### config.mk
export PLATFORM = sky130hd
export DESIGN_NAME = fp_round_pipe
export DESIGN_NICKNAME = d
export VERILOG_FILES = /design/src/rtl/fp_round_pipe.sv
export SDC_FILE = /design/constraint.sdc
export NUM_CORES = 1
export LEC_CHECK = 0
export ABC_CLOCK_PERIOD_IN_PS = 2800
export BUFFER_PORTS_ARGS = -buffer_cell sky130_fd_sc_hd__buf_2
export CORE_ASPECT_RATIO = 1.4
export CORE_UTILIZATION = 45
export CTS_CLUSTER_SIZE = 8
export DETAILED_ROUTE_END_ITERATION = 7
export PLACE_DENSITY_LB_ADDON = 0.1
export SLEW_MARGIN = 20
export SYNTH_ARGS = -nofsm -noshare
export SYNTH_HDL_FRONTEND = slang
export SYNTH_SLANG_ARGS = --single-unit
### constraint.sdc
create_clock -name clk -period 2.8 [get_ports clk]
set_input_delay 0.14 -clock clk [delete_from_list [all_inputs] [get_ports clk]]
set_output_delay 0.14 -clock clk [all_outputs]
set_load 0.02 [all_outputs]
### src/rtl/fp_round_pipe.sv
// fp_round_pipe: two-stage floating-point rounding pipeline with valid/ready handshake.
// Define FP_ROUND_RMM_EN to enable mode 4 (round to nearest, ties away); otherwise mode 4 rounds as RNE.
module fp_round_pipe #(
    parameter int EXP_WIDTH  = 8,
    parameter int FRAC_WIDTH = 23
) (
    input  logic                  clk,
    input  logic                  rst_n,
    input  logic                  in_valid,
    output logic                  in_ready,
    input  logic                  in_sign,
    input  logic [EXP_WIDTH-1:0]  in_exp,
    input  logic [FRAC_WIDTH+2:0] in_frac,
    input  logic [2:0]            in_mode,
    output logic                  out_valid,
    input  logic                  out_ready,
    output logic                  out_sign,
    output logic [EXP_WIDTH-1:0]  out_exp,
    output logic [FRAC_WIDTH-1:0] out_frac,
    output logic                  out_inexact,
    output logic                  out_overflow
);
    localparam logic [EXP_WIDTH-1:0] EMAX  = '1;
    localparam logic [EXP_WIDTH-1:0] EMAX1 = {{(EXP_WIDTH-1){1'b1}}, 1'b0};
    logic                  s1_valid_q, s1_valid_d, s2_valid_q, s2_valid_d;
    logic                  s1_sign_q, s1_rnd_q, s1_grs_q;
    logic [EXP_WIDTH-1:0]  s1_exp_q;
    logic [FRAC_WIDTH-1:0] s1_frac_q;
    logic                  s2_sign_q, s2_inex_q, s2_ovf_q;
    logic [EXP_WIDTH-1:0]  s2_exp_q;
    logic [FRAC_WIDTH-1:0] s2_frac_q;
    logic                  accept, s2_adv, g, r, s, l, any, rmm, rnd, hidden;
    logic [FRAC_WIDTH+1:0] sum;
    logic [EXP_WIDTH-1:0]  res_exp;
    logic [FRAC_WIDTH-1:0] res_frac;
    logic                  res_inex, res_ovf;
    assign in_ready = !s1_valid_q | !s2_valid_q | out_ready;
    assign accept   = in_valid & in_ready;
    assign s2_adv   = s1_valid_q & (!s2_valid_q | out_ready);
    assign s1_valid_d = accept | (s1_valid_q & !s2_adv);
    assign s2_valid_d = s2_adv | (s2_valid_q & !out_ready);
    assign {l, g, r, s} = in_frac[3:0];
    assign any = g | r | s;
`ifdef FP_ROUND_RMM_EN
    assign rmm = in_mode == 3'd4;
`else
    assign rmm = 1'b0;
`endif
    // Reserved mode codes fall through to the RNE term.
    assign rnd = in_mode == 3'd1 ? 1'b0 :
                 in_mode == 3'd2 ? in_sign & any :
                 in_mode == 3'd3 ? !in_sign & any :
                 rmm             ? g : g & (l | r | s);
    assign hidden = |s1_exp_q;
    assign sum    = {1'b0, hidden, s1_frac_q} + (FRAC_WIDTH+2)'(s1_rnd_q);
    always_comb begin
        res_exp  = s1_exp_q;
        res_frac = sum[FRAC_WIDTH-1:0];
        res_inex = s1_grs_q;
        res_ovf  = 1'b0;
        if (s1_exp_q == EMAX) begin
            res_frac = s1_frac_q;
            res_inex = 1'b0;
        end else if (hidden && sum[FRAC_WIDTH+1]) begin
            res_exp  = s1_exp_q + 1'b1;
            res_frac = sum[FRAC_WIDTH:1];
            if (s1_exp_q == EMAX1) begin
                res_frac = '0;
                res_ovf  = 1'b1;
                res_inex = 1'b1;
            end
        end else if (!hidden && sum[FRAC_WIDTH]) begin
            res_exp = {{(EXP_WIDTH-1){1'b0}}, 1'b1};
        end
    end
    always_ff @(posedge clk or negedge rst_n) begin
        if (!rst_n) begin
            s1_valid_q <= 1'b0;
            s2_valid_q <= 1'b0;
            s1_sign_q  <= 1'b0;
            s1_exp_q   <= '0;
            s1_frac_q  <= '0;
            s1_rnd_q   <= 1'b0;
            s1_grs_q   <= 1'b0;
            s2_sign_q  <= 1'b0;
            s2_exp_q   <= '0;
            s2_frac_q  <= '0;
            s2_inex_q  <= 1'b0;
            s2_ovf_q   <= 1'b0;
        end else begin
            s1_valid_q <= s1_valid_d;
            s2_valid_q <= s2_valid_d;
            if (accept) begin
                s1_sign_q <= in_sign;
                s1_exp_q  <= in_exp;
                s1_frac_q <= in_frac[FRAC_WIDTH+2:3];
                s1_rnd_q  <= rnd;
                s1_grs_q  <= any;
            end
            if (s2_adv) begin
                s2_sign_q <= s1_sign_q;
                s2_exp_q  <= res_exp;
                s2_frac_q <= res_frac;
                s2_inex_q <= res_inex;
                s2_ovf_q  <= res_ovf;
            end
        end
    end
    assign out_valid    = s2_valid_q;
    assign out_sign     = s2_sign_q;
    assign out_exp      = s2_exp_q;
    assign out_frac     = s2_frac_q;
    assign out_inexact  = s2_inex_q;
    assign out_overflow = s2_ovf_q;
endmodule

# Yosys cells after proc, flatten, opt, wreduce, memory -nomap -nowiden
# Cells that the tools add are included.
[word_totals]
reg_bits = 70
out_inout_bits = 36
[op_classes]
muxes = 15
n_reduce_logical = 9
n_bitwise = 16
n_addsub = 2
eq_ne = 5
[ops]
columns = ["cell", "n"]
rows = [
  ["2-to-1 mux 23 bit", 3],
  ["adder 24 x 1 -> 25 bit", 1],
  ["2-to-1 mux 8 bit", 3],
  ["equality test 8 bit (second input constant)", 2],
  ["2-to-1 mux 1 bit", 9],
  ["OR 1 bit", 9],
  ["adder 8 x 1 -> 8 bit (second input constant)", 1],
  ["OR reduction 8 bit", 1],
  ["bitwise AND 1 bit", 7],
  ["equality test 3 x 2 -> 1 bit (second input constant)", 2],
  ["zero test 1 bit", 6],
  ["equality test 3 x 1 -> 1 bit (second input constant)", 1],
  ["logical AND 1 bit", 2],
]

# Depth between registers and ports, before layout
[logic_depth]
word_depth = 6
ltp_mapped = 9
depth_no_buf = 9

# Worst setup path after synthesis
# Ideal clock, no wire load.
[synth_timing]
kind = "register to register"
startpoint = "register s1_frac_q[9]"
endpoint = "register s2_frac_q[22], in the netlist out_frac[22]"
path_stages_with_launch = 9
arrival_time_ns = 1.836
setup_time_ns = 0.092
required_time_ns = 2.708
slack_ns = 0.872
period_less_slack_ns = 1.928
cell_sequence = "dfrtp_1 > and4_1 > nand4_4 > nor3_1 > nand2_1 > nor2_1 > ha_1 > o311a_1 > o31ai_2"
[synth_between]
elab_chain_len = 4
elab_cells_between_ends = 5
classes_between = "1 x add/sub; 3 x mux; 1 x reduce/logical"
[synth_rtl]
columns = ["element", "line", "source"]
rows = [
  ["start: declaration", "28", "logic [FRAC_WIDTH-1:0] s1_frac_q;"],
  ["start signal: assignment", "96", "s1_frac_q <= in_frac[FRAC_WIDTH+2:3];"],
  ["adder 24 x 1 -> 25 bit *", "55", "assign sum = {1'b0, hidden, s1_frac_q} + (FRAC_WIDTH+2)'(s1_rnd_q);"],
  ["2-to-1 mux 23 bit or logical AND 1 bit (tied branches)", "67, 64", ""],
  ["2-to-1 mux 23 bit *", "64", "end else if (hidden && sum[FRAC_WIDTH+1]) begin"],
  ["2-to-1 mux 23 bit *", "61", "if (s1_exp_q == EMAX) begin"],
  ["end signal: assignment", "103", "s2_frac_q <= res_frac;"],
  ["end: declaration", "31", "logic [FRAC_WIDTH-1:0] s2_frac_q;"],
]
# Every way passes the cells marked *; elsewhere a longest branch is shown, timed or not.
# A chain may end at the register's enable or synchronous reset.

# Worst setup path after layout
[layout_timing]
startpoint = "register s1_frac_q[12]"
endpoint = "register s2_exp_q[5], in the netlist out_exp[5]"
[layout_between]
elab_chain_len = 5
elab_cells_between_ends = 6
classes_between = "1 x add/sub; 3 x mux; 2 x reduce/logical"
[layout_rtl]
columns = ["element", "line", "source"]
rows = [
  ["adder 24 x 1 -> 25 bit *", "55", ""],
  ["logical AND 1 bit", "72", "end else if (!hidden && sum[FRAC_WIDTH]) begin"],
  ["2-to-1 mux 8 bit", "72", ""],
  ["2-to-1 mux 8 bit *", "64", ""],
  ["2-to-1 mux 8 bit *", "61", ""],
  ["end signal: assignment", "102", "s2_exp_q <= res_exp;"],
  ["end: declaration", "30", "logic [EXP_WIDTH-1:0] s2_exp_q;"],
]
# Marked as above.

==> results_dict.tcl <==
set metrics [dict create \
    power_density_mw_per_mm2 729 \
    dp_hpwl_mm 6.53 \
    ys_ff_latch 70 \
    met3_length_um 423 \
    p_leak_nw 2.01 \
    grt_pass1_vias 3013 \
    postCtsResizedCells 0 \
    numCtsBuffers 9 \
    p_comb_share_pct 20.1 \
    cts_setup_buffers 0 \
    post-route-drc-count 0 \
    grt_use_total_pct 22.3 \
    avgSynthCellArea_um2 10.4 \
    drive_above_1_share_pct 34.8 \
    crit_path_end_kind "flop" \
    routedWlPerCell_um 16.3 \
    async_flop_share_pct 100 \
    synthesis.nets 408 \
    clkPwrFrac_pct 38.6 \
    synth_area_mm2 0.00375 \
    ys_seq_area_share_pct 46.8 \
    num_vias 3168 \
    startpoint_type "flop" \
    port_buffers 77 \
    ir_drop_mv 0.556 \
    tritoncts "yes" \
    run_status "finished, final reports clean" \
    drt-met1-wl_mm 3.70 \
    final_hold_viol_count 0 \
    post-route-util_pct 56.6 \
    antenna_found_initial 0 \
    tightest_slew_ns 0.512 \
    swShare_pct 29.9 \
    netlist_instances 360 \
    synth.distinct_cells 62 \
    hold_path.class "in -> reg" \
    crit_chain "and4_1, nand4_4, nor3_1, nand2_1, nor2_1, ha_1, or2_4, a21boi_1, o32a_1" \
    core-area_mm2 0.00810 \
    crit_arrival_ns 2.44 \
    die_area_mm2 0.00870 \
    area_delta_synth_final_pct 22.4 \
    core.rowCount 39 \
    clock_latency_ns 0.34 \
    yosys_warnings 0 \
    gp_congestion 0.908 \
    synth-edff-count 0 \
    fin_cells 548 \
    synth_flop_cell "dfrtp_1" \
    place_inst 531 \
    drt-pass1-iter-count 4 \
    die_w_um 79.1 \
    slew_viol_final 0 \
    io_pins 78 \
    power_mw 3.35 \
    grt.overflow.total 0 \
    cpLargestDelayFamily "simple AND/OR/NAND/NOR gates" \
    num-fill-cells 777 \
    finalSetupTns_ns 0 \
    max_freq_mhz 451 \
    cts.sinks 70 \
    period_minus_slack_ns 2.22 \
    drv_cap 0 \
    hold_buffers 1 \
    drtIter0Drc 177 \
    highest_layer "met4" \
    ant_nets 0 \
    p_seq_share_pct 41.3 \
    routed-wl-met2_mm 4.56 \
    grt_max_degree 40 \
    root_buffer "clkbuf_16" \
    rsz0062_at_grt "no" \
    critPathKind "reg -> reg" \
    fp.dieH_um 110 \
    initial_core_util_pct 46.2 \
    cp.buffers_inverters 0 \
    drt-total-wl_mm 8.92 \
    internal_power_mw 2.35 \
    slowest_delay_ns 0.45 \
    cp_slowest_cell "dfrtp_1" \
    fin_hold_ws_ns 0.0101 \
    r2r_setup_slack_ns 0.58 \
    p_sw_mw 1.00 \
    fin_skew_ns 0.00581 \
    finalSetupViolCount 0 \
    h-tree-depth 3 \
    num-nets-final 489 \
    cts.clk_slew.worst_paths_ns 0.06 \
    diodes 0 \
    clockBufferDepth 2 \
    cp_max_fo 6 \
    grt_pass1_wl_mm 14.6 \
    crit_required_ns 3.02 \
    fin_crit_sh_pct 79.3 \
    max_slew_margin_pct 65.8 \
    via_per_inst 5.78 \
]
sequential cells by signal (all words and copies together) (netlist names):
name,flops
out_sign,1
s1_grs_q,1
out_overflow,1
s1_exp_q,8
out_frac,23
s1_sign_q,1
s1_frac_q,23
s1_rnd_q,1
s1_valid_q,1
out_inexact,1
out_valid,1
out_exp,8
layout by cell type (no fill, tap or decap), types with 3 or more instances in the layout:
| cell type | netlist | routed |
|---|---|---|
| nor2_1 | 22 | 22 |
| mux2_2 | 32 | 32 |
| buf_4 | 1 | 8 |
| a22o_1 | 3 | 3 |
| a21boi_1 | 3 | 3 |
| dfrtp_1 | 70 | 70 |
| nand3_1 | 13 | 13 |
| buf_2 | 1 | 77 |
| o32a_1 | 3 | 3 |
| inv_1 | 3 | 3 |
| clkbuf_16 | 0 | 9 |
| nand2b_1 | 4 | 4 |
| o21ai_0 | 24 | 24 |
| and3_2 | 3 | 3 |
| nor4_1 | 3 | 3 |
| nand4_1 | 6 | 6 |
| and3_1 | 13 | 13 |
| clkinv_2 | 0 | 3 |
| a31oi_1 | 17 | 17 |
| bufinv_16 | 0 | 3 |
| ha_1 | 6 | 6 |
| a21oi_1 | 13 | 13 |
| nand2_1 | 37 | 37 |
| nor3_1 | 10 | 10 |
| nor3b_1 | 3 | 3 |
| and4_1 | 3 | 3 |
| a21o_1 | 3 | 3 |
synthesized netlist by cell type, drive strengths merged (2+ instances only):
master  count  area share [%]
xor2        2            0.47
a22o        3            0.70
clkbuf     11             1.1
ha          6             2.0
o21bai      2            0.40
a31oi      17             2.8
a21boi      3            0.60
a21o        3            0.60
buf         5             1.0
a211oi      2            0.40
nand2      37             3.7
nor2       23             2.4
and2        4            0.73
mux2       32             9.6
dfrtp      70              47
xnor2       2            0.47
and3       16             2.8
nor3       11             1.6
nor4b       3            0.87
nand2b      4            0.67
nor4        5             1.6
and4        3            0.70
o31ai       3            0.73
nand4       8             2.1
o32a        3            0.80
a21oi      13             1.7
a22oi       2            0.40
inv         3            0.30
a31o        2            0.47
o21ai      26             3.5
nand3      16             2.7
nor3b       3            0.60
or3         2            0.33
layout make-up:
| cell class | count | area [µm²] | share of cell area (%) |
|---|---|---|---|
| multi-input combinational | 271 | 1900 | 41.5 |
| sequential | 70 | 1750 | 38.2 |
| timing repair buffer | 86 | 455 | 9.93 |
| clock buffer | 9 | 225 | 4.91 |
| tap | 102 | 128 | 2.78 |
| clock inverter | 7 | 113 | 2.45 |
| inverter | 3 | 11.3 | 0.245 |
power groups by stage:
| stage | sequential (mW) | combinational [mW] | clock, mW |
|---|---|---|---|
| floorplan | 1.49 | 0.323 | 0 |
| global placement | 1.39 | 0.674 | 0 |
| detailed placement | 1.40 | 0.680 | 0 |
| CTS | 1.38 | 0.684 | 1.32 |
| global route | 1.41 | 0.750 | 1.35 |
| finish | 1.38 | 0.673 | 1.29 |
metrics by stage:
step	setup slack, ns	cell area, µm²
after floorplan	0.872	3750
after global placement	0.650	4240
after detailed placement	0.605	4240
after CTS	0.578	4590
after global routing	0.389	4590
final	0.581	4590
kinds of logic (layout without fill, tap and decap cells):
group | Yosys count | after routing | synth area share (%)
flops | 70 | 70 | 46.8
mux | 33 | 33 | 9.89
simple gates | 143 | 143 | 22.8
xor+xnor | 4 | 4 | 0.935
compound gates | 85 | 85 | 15.1
buf+inv | 19 | 105 | 2.44
fa+ha+maj | 6 | 6 | 2.00
path summary, 6_finish.rpt:
path	start	endpoint	cells past startpoint
worst max-delay path	s1_frac_q[12]	out_exp[5]	9
worst min-delay path	in_valid	s1_valid_q	2
worst max register to register	s1_frac_q[12]	out_exp[5]	9
worst min register to register	out_frac[16]	out_frac[16]	1
max in group asynchronous	rst_n	s1_exp_q[2]	3
min in group asynchronous	rst_n	s1_frac_q[8]	2
per-layer routing:
metal / vias to the layer above / GRT usage (%)
met3: 23 / 4.40
met1: 1533 / 26.4
met5: - / 0
met2: 101 / 38.2
met4: 0 / 11.0
li1: 1511 / -
(Power assumes the default switching activity.)
